<file path="src/rtl/alu_driver.sv">
// alu_driver: on-board stimulus master and checker for the 6-bit nvboard ALU.
// Drives sw = {op, a, b}, holds it for SETTLE cycles, then compares the returned
// LED word against a built-in golden model. Error count, first failing vector and
// pass/done flags are left on the outputs for the board to display.
// Optional feature: define LFSR_EN to take operands from a 12-bit Fibonacci LFSR
// (x^12+x^6+x^4+x+1, seeded with LFSR_SEED). Without it, a 12-bit counter stepping
// by 67 supplies the operands.
//
// state | meaning
// IDLE  | waiting for start after reset
// DRIVE | sw held for SETTLE cycles so the ALU output settles
// CHECK | ledr_in compared against the golden model; vector advances on this edge
// DONE  | run finished; results held until the next start
module alu_driver #(
  parameter int          VEC_PER_OP = 64,
  parameter int          SETTLE     = 2,
  parameter logic [11:0] LFSR_SEED  = 12'hACE
) (
  input  logic        clk,
  input  logic        rst_n,
  input  logic        start,
  input  logic [14:0] ledr_in,
  output logic [14:0] sw,
  output logic        busy,
  output logic        done,
  output logic        pass,
  output logic [7:0]  err_cnt,
  output logic [14:0] fail_vec
);

  typedef enum logic [1:0] {IDLE, DRIVE, CHECK, DONE} state_t;

  localparam logic [7:0] VEC_LAST  = 8'(VEC_PER_OP - 1);
  localparam logic [3:0] SETTLE_LD = 4'(SETTLE - 1);

`ifdef LFSR_EN
  localparam logic [11:0] OPND_INIT = LFSR_SEED;
`else
  // The seed only matters for the LFSR build; it is folded away here.
  localparam logic [11:0] OPND_INIT = 12'd0 & LFSR_SEED;
`endif

  state_t      state, state_nx;
  logic [3:0]  settle_cnt;
  logic [7:0]  vec_cnt;
  logic        accept;
  logic        advance;
  logic        last_vec;
  logic        mismatch;
  logic [14:0] expected;
  logic [11:0] opnd_nx;
  logic [2:0]  op_nx;

  // Golden model of the ALU; bits 14:9 are always zero.
  function automatic logic [14:0] golden(input logic [2:0] op,
                                         input logic [5:0] a,
                                         input logic [5:0] b);
    logic [6:0] s;
    logic [5:0] nb;
    logic [5:0] d;
    logic [8:0] r;
    r  = '0;
    s  = '0;
    nb = ~b + 6'd1;
    d  = a - b;
    case (op)
      3'd0: begin
        s      = {1'b0, a} + {1'b0, b};
        r[6:0] = s;
        r[7]   = ~|r[6:0];
        r[8]   = r[6] ^ r[5];
      end
      3'd1: begin
        s      = {1'b0, a} + {1'b0, nb};
        r[5:0] = s[5:0];
        r[6]   = ~s[6];
        r[7]   = ~|r[6:0];
        r[8]   = r[6] ^ r[5];
      end
      3'd2: r[5:0] = ~a;
      3'd3: r[5:0] = a & b;
      3'd4: r[5:0] = a | b;
      3'd5: r[5:0] = a ^ b;
      3'd6: r[0]   = d[5];
      default: r[0] = (a == b);
    endcase
    return {6'd0, r};
  endfunction

  assign expected = golden(sw[14:12], sw[11:6], sw[5:0]);
  assign mismatch = (ledr_in != expected);
  assign last_vec = (sw[14:12] == 3'd7) && (vec_cnt == VEC_LAST);
  assign op_nx    = (vec_cnt == VEC_LAST) ? sw[14:12] + 3'd1 : sw[14:12];

`ifdef LFSR_EN
  assign opnd_nx = {sw[10:0], sw[11] ^ sw[5] ^ sw[3] ^ sw[0]};
`else
  assign opnd_nx = sw[11:0] + 12'd67;
`endif

  // State register.
  always_ff @(posedge clk or negedge rst_n) begin
    if (!rst_n) state <= IDLE;
    else        state <= state_nx;
  end

  // Next-state decode and datapath strobes.
  always_comb begin
    state_nx = state;
    accept   = 1'b0;
    advance  = 1'b0;
    case (state)
      IDLE, DONE: begin
        if (start) begin
          accept   = 1'b1;
          state_nx = DRIVE;
        end
      end
      DRIVE: begin
        if (settle_cnt == 4'd0) state_nx = CHECK;
      end
      CHECK: begin
        advance  = 1'b1;
        state_nx = last_vec ? DONE : DRIVE;
      end
      default: state_nx = IDLE;
    endcase
  end

  // Stimulus, settle timer and result bookkeeping.
  always_ff @(posedge clk or negedge rst_n) begin
    if (!rst_n) begin
      sw         <= '0;
      settle_cnt <= '0;
      vec_cnt    <= '0;
      busy       <= 1'b0;
      done       <= 1'b0;
      pass       <= 1'b0;
      err_cnt    <= '0;
      fail_vec   <= '0;
    end else if (accept) begin
      sw         <= {3'd0, OPND_INIT};
      settle_cnt <= SETTLE_LD;
      vec_cnt    <= '0;
      busy       <= 1'b1;
      done       <= 1'b0;
      pass       <= 1'b0;
      err_cnt    <= '0;
      fail_vec   <= '0;
    end else begin
      if (state == DRIVE && settle_cnt != 4'd0)
        settle_cnt <= settle_cnt - 4'd1;
      if (advance) begin
        if (mismatch) begin
          if (err_cnt != 8'hFF) err_cnt <= err_cnt + 8'd1;
          if (err_cnt == 8'd0)  fail_vec <= sw;
        end
        if (last_vec) begin
          // sw is left on the final vector so the board shows where the run ended.
          busy <= 1'b0;
          done <= 1'b1;
          pass <= (err_cnt == 8'd0) && !mismatch;
        end else begin
          sw         <= {op_nx, opnd_nx};
          vec_cnt    <= (vec_cnt == VEC_LAST) ? 8'd0 : vec_cnt + 8'd1;
          settle_cnt <= SETTLE_LD;
        end
      end
    end
  end

endmodule

</file>
<file path="config.mk">
export PLATFORM = sky130hd
export DESIGN_NAME = alu_driver
export DESIGN_NICKNAME = d
export VERILOG_FILES = /design/src/rtl/alu_driver.sv
export SDC_FILE = /design/constraint.sdc
export NUM_CORES = 1
export LEC_CHECK = 0
export ABC_AREA = 0
export CAP_MARGIN = 25
export CELL_PAD_IN_SITES_DETAIL_PLACEMENT = 2
export CELL_PAD_IN_SITES_GLOBAL_PLACEMENT = 2
export CORE_ASPECT_RATIO = 0.6
export CORE_MARGIN = 4
export CORE_UTILIZATION = 30
export DETAILED_ROUTE_END_ITERATION = 6
export PLACE_DENSITY = 0.79
export SLEW_MARGIN = 20
export SYNTH_ARGS = -nofsm -noshare
export SYNTH_HDL_FRONTEND = slang
export SYNTH_SLANG_ARGS = --single-unit
</file>
<file path="constraint.sdc">
create_clock -name clk -period 3.3 [get_ports clk]
set_input_delay 0.495 -clock clk [delete_from_list [all_inputs] [get_ports clk]]
set_output_delay 0.495 -clock clk [all_outputs]
set_load 0.01 [all_outputs]
</file>
==> results.txt <==
----------------------------------------------------
[Place]
  Number of input and output port buffers inserted ... 58
  HPWL after detailed placement ... 13600 um
  Final weighted congestion of routability-driven global placement ... 1.02
  Setup WS pre-CTS ... -0.351 ns

[STA]
  Worst slew margin ... 55.6%
  Worst Skew ... 0.00446 ns
  Final count of hold timing violations ... 0
  Maximum achievable frequency ... 275 MHz
  Minimum clock period after layout ... 3.64 ns
  RSZ-0062 raised after global routing ... yes
  Final Max Slew Viols ... 0
  Tcrit/Tclk final ... 110%
  Setup-violating endpoint count in the final report ... 24
  Worst setup margin ... -0.339 ns
  Worst-margin pin slew ... 0.666 ns

[Yosys]
  Count of distinct cell types in the synthesized netlist ... 58
  Library cell occupying the most area in the post-synthesis netlist ... dfrtp_1
  Top cells by area in the synthesized netlist ... dfrtp_1 33%, ha_1 11%, xnor2_1 5.9%
  Number of enable flip-flop cells after synthesis ... 0
  Prevailing post-synth register cell ... dfrtp_1
  Seq/Total Area, Yosys ... 32.9%
  Share of async-settable or async-resettable flops after synthesis ... 100%
  Synthesized net count ... 544
  Synthesized cell area ... 4190 um2
  Mean instance size in the synthesized netlist ... 8.58 um2
  Fraction of post-synthesis cell area in the top cell type by area ... 32.9%
  Cell count after synthesis ... 488
  Number of synthesized register bits ... 55
  Syn. warnings ... 0

[Setup path]
  CP top delay family ... compound AO/OA/AOI/OAI gates
  Crit path arrival time ... 3.86 ns
  Required time worst endpoint ... 3.52 ns
  CP Buf/Inv Count ... 3
  Endpoint of the lowest-slack register-to-register path ... fail_vec[7]$_DFFE_PN0P_
  Worst-path maximum fanout ... 5
  Slowest library cell on the worst path ... dfrtp_2
  Startpoint type of the worst setup path ... flop
  CP endpoint kind ... flop
  Setup slack, reg-to-reg ... -0.34 ns
  Depth of the worst register-to-register path ... 15
  Type of the setup path with the least slack ... reg2reg
  Crit-path cells ... buf_12, nor3_4, nand3_2, xnor2_2, ha_4, and3b_2, a211oi_4, a31oi_4, a211oi_2, xor2_1, o211ai_1, o31a_1, buf_6, buf_8, mux2i_2
  Delay of the slowest critical-path stage ... 0.46 ns
  Worst reg2reg path startpoint ... sw[0]$_DFFE_PN0P_

[CTS]
  Clock tree from TritonCTS ... done
  Worst-Skew Late Latency ... 0.30 ns
  Clock net sink count ... 55
  Clock input transition at the sequential cells of the worst setup and hold paths ... 0.08 ns
  Maximum buffer depth of the clock tree ... 2
  Number of buffers added by the clock tree synthesis step ... 5
  CTS H-tree depth ... 2
  Root buffer selected by CTS ... clkbuf_16

[Route]
  Via/cell ratio ... 5.39
  Remaining DRCs ... 0
  Post-DR wirelength/cell ... 23.2 um
  Total wire length after detailed routing ... 18600 um
  Remaining antenna violation count after routing ... 0
  DRT Pass-1 Iters ... 4
  Routed vias ... 4331
  DR iter-0 viols ... 279

[Floorplan]
  Height of the die ... 99.5 um
  Initial standard-cell utilization of the core ... 30.6%
  Core area ... 13700 um2
  Num rows ... 33
  Die boundary width ... 160 um
  Boundary Pins ... 59
  Die Outline Area ... 16000 um2

[Power and ir drop]
  Power density relative to cell area ... 231 nW/um2
  VDD IR max ... 0.000181 V
  Overall power after layout ... 1.39 mW
  Leak ... 2.60 nW

[GRT]
  Total grt overflow ... 0
  Largest net degree at the start of global routing ... 29
  Vias in the first global route ... 4788
  Wire length of the first global-routing pass ... 28500 um
  Number of antenna violations at the first check in global routing ... 0
  Total global routing track utilization ... 22.7%

[Finish]
  Total number of nets in the final design ... 666
  Fillers ... 1468
  Reg area ... 1380 um2
  Area growth, synth to finish ... 43.9%
  Ant. Diodes ... 0
  Share of layout cells above drive strength 1 ... 25.2%
  Area occupied by multi-input gates ... 2850 um2

[Flow run]
  MaxCap Viol Count ... 0

[Outcome]
  Result of the run ... finished, violations left
  Violated checks ... negative setup slack

[Min path]
  Hold WC Path Type ... in2async

----------------------------------------------------
## cell families (layout without fill, tap and decap cells)
kind of cell / Yosys count / in the layout / synth area share, %
DFF: 55 / 55 / 32.9
muxes: 16 / 16 / 3.83
AOI/OAI and AO/OA: 87 / 87 / 15.0
xor gates and xnor gates: 36 / 36 / 7.53
and+or+nand+nor: 189 / 189 / 22.1
buffers and inverters: 67 / 190 / 6.94
adders and majority gates: 38 / 38 / 11.7
## layout make-up
type | instances | area share (%)
Timing Repair Buffer | 137 | 20.1
Inverter | 45 | 2.85
Clock inverter | 3 | 0.769
Tap cell | 192 | 3.99
Multi-Input combinational cell | 366 | 47.3
Clock buffer | 5 | 2.08
Sequential cell | 55 | 22.9
## per-stage QoR
| stage | cell area, um2 | hold slack (ns) | util (%) | std cells | TNS [ns] |
|---|---|---|---|---|---|
| floorplan | 4280 | 0.199 | - | 488 | -1.33 |
| global placement | 5510 | 0.473 | 40.3 | 787 | -3.23 |
| detailed placement | 5510 | 0.495 | 40.3 | 787 | -6.44 |
| CTS | 5880 | 0.253 | 43.1 | 803 | -4.11 |
| global route | 6020 | 0.262 | 44.1 | 803 | -9.94 |
| finish | 6020 | 0.218 | 44.1 | 803 | -6.96 |
## sequential cells by signal, summed over array words and instances (netlist names)
| register | cells |
|---|---|
| pass | 1 |
| busy | 1 |
| sw | 15 |
| vec_cnt | 8 |
| done | 1 |
| settle_cnt | 4 |
| fail_vec | 15 |
| err_cnt | 8 |
| state | 2 |
## how the worst max path moves through the flow
stage                            startpoint  slack (ns)  depth (start not counted)                        to
final                     sw[0]$_DFFE_PN0P_       -0.34                         15   fail_vec[7]$_DFFE_PN0P_
after global routing      sw[0]$_DFFE_PN0P_       -0.49                         14   fail_vec[9]$_DFFE_PN0P_
after CTS                 sw[1]$_DFFE_PN0P_       -0.20                         15  fail_vec[11]$_DFFE_PN0P_
after detailed placement  sw[0]$_DFFE_PN0P_       -0.35                         13    err_cnt[4]$_DFFE_PN0P_
after global placement    sw[4]$_DFFE_PN0P_       -0.19                         10    err_cnt[5]$_DFFE_PN0P_
after floorplan           sw[0]$_DFFE_PN0P_       -0.11                         14    err_cnt[0]$_DFFE_PN0P_
## report_power, final
part / total (mW) / internal (mW) / switching [mW]
registers: 0.682 / 0.677 / 0.00428
logic: 0.0694 / 0.0328 / 0.0366
clock network: 0.640 / 0.362 / 0.278
total: 1.39 / 1.07 / 0.319
## timing repair
item	in CTS	in global routing
hold buffers	0	0
pin swaps	13	10
gates resized for setup	27	27
setup endpoints to repair	24	24
buffers inserted	8	2
## synth_stat cells (all sizes together), types with 7 or more instances
library cell / count
a21oi: 12
a32o: 7
buf: 9
clkbuf: 13
dfrtp: 55
ha: 36
inv: 45
mux2i: 16
nand2: 55
nand3: 16
nand4: 10
nor2: 52
nor2b: 7
nor3: 13
nor4: 7
o21ai: 19
o31ai: 11
xnor2: 28
xor2: 8
## cell usage in the layout, fill, tap and decap left out, drive strengths merged, types with 4 or more instances in the layout
cell type	instances
a211oi	5
a21oi	12
a221oi	4
a32o	7
buf	80
clkbuf	5
clkdlybuf4s50	57
dfrtp	55
ha	36
inv	46
mux2i	16
nand2	55
nand2b	5
nand3	16
nand4	10
nor2	52
nor2b	7
nor3	13
nor4	7
o21ai	19
o31ai	11
or4b	4
xnor2	28
xor2	8
## layer usage
metal	wire length, um	vias up	GRT usage (%)
li1	-	1935	-
met2	8760	127	37.9
met4	167	0	2.51
met3	964	12	5.05
met5	0	-	0
met1	8700	2257	31.3
(Power assumes the default switching activity.)
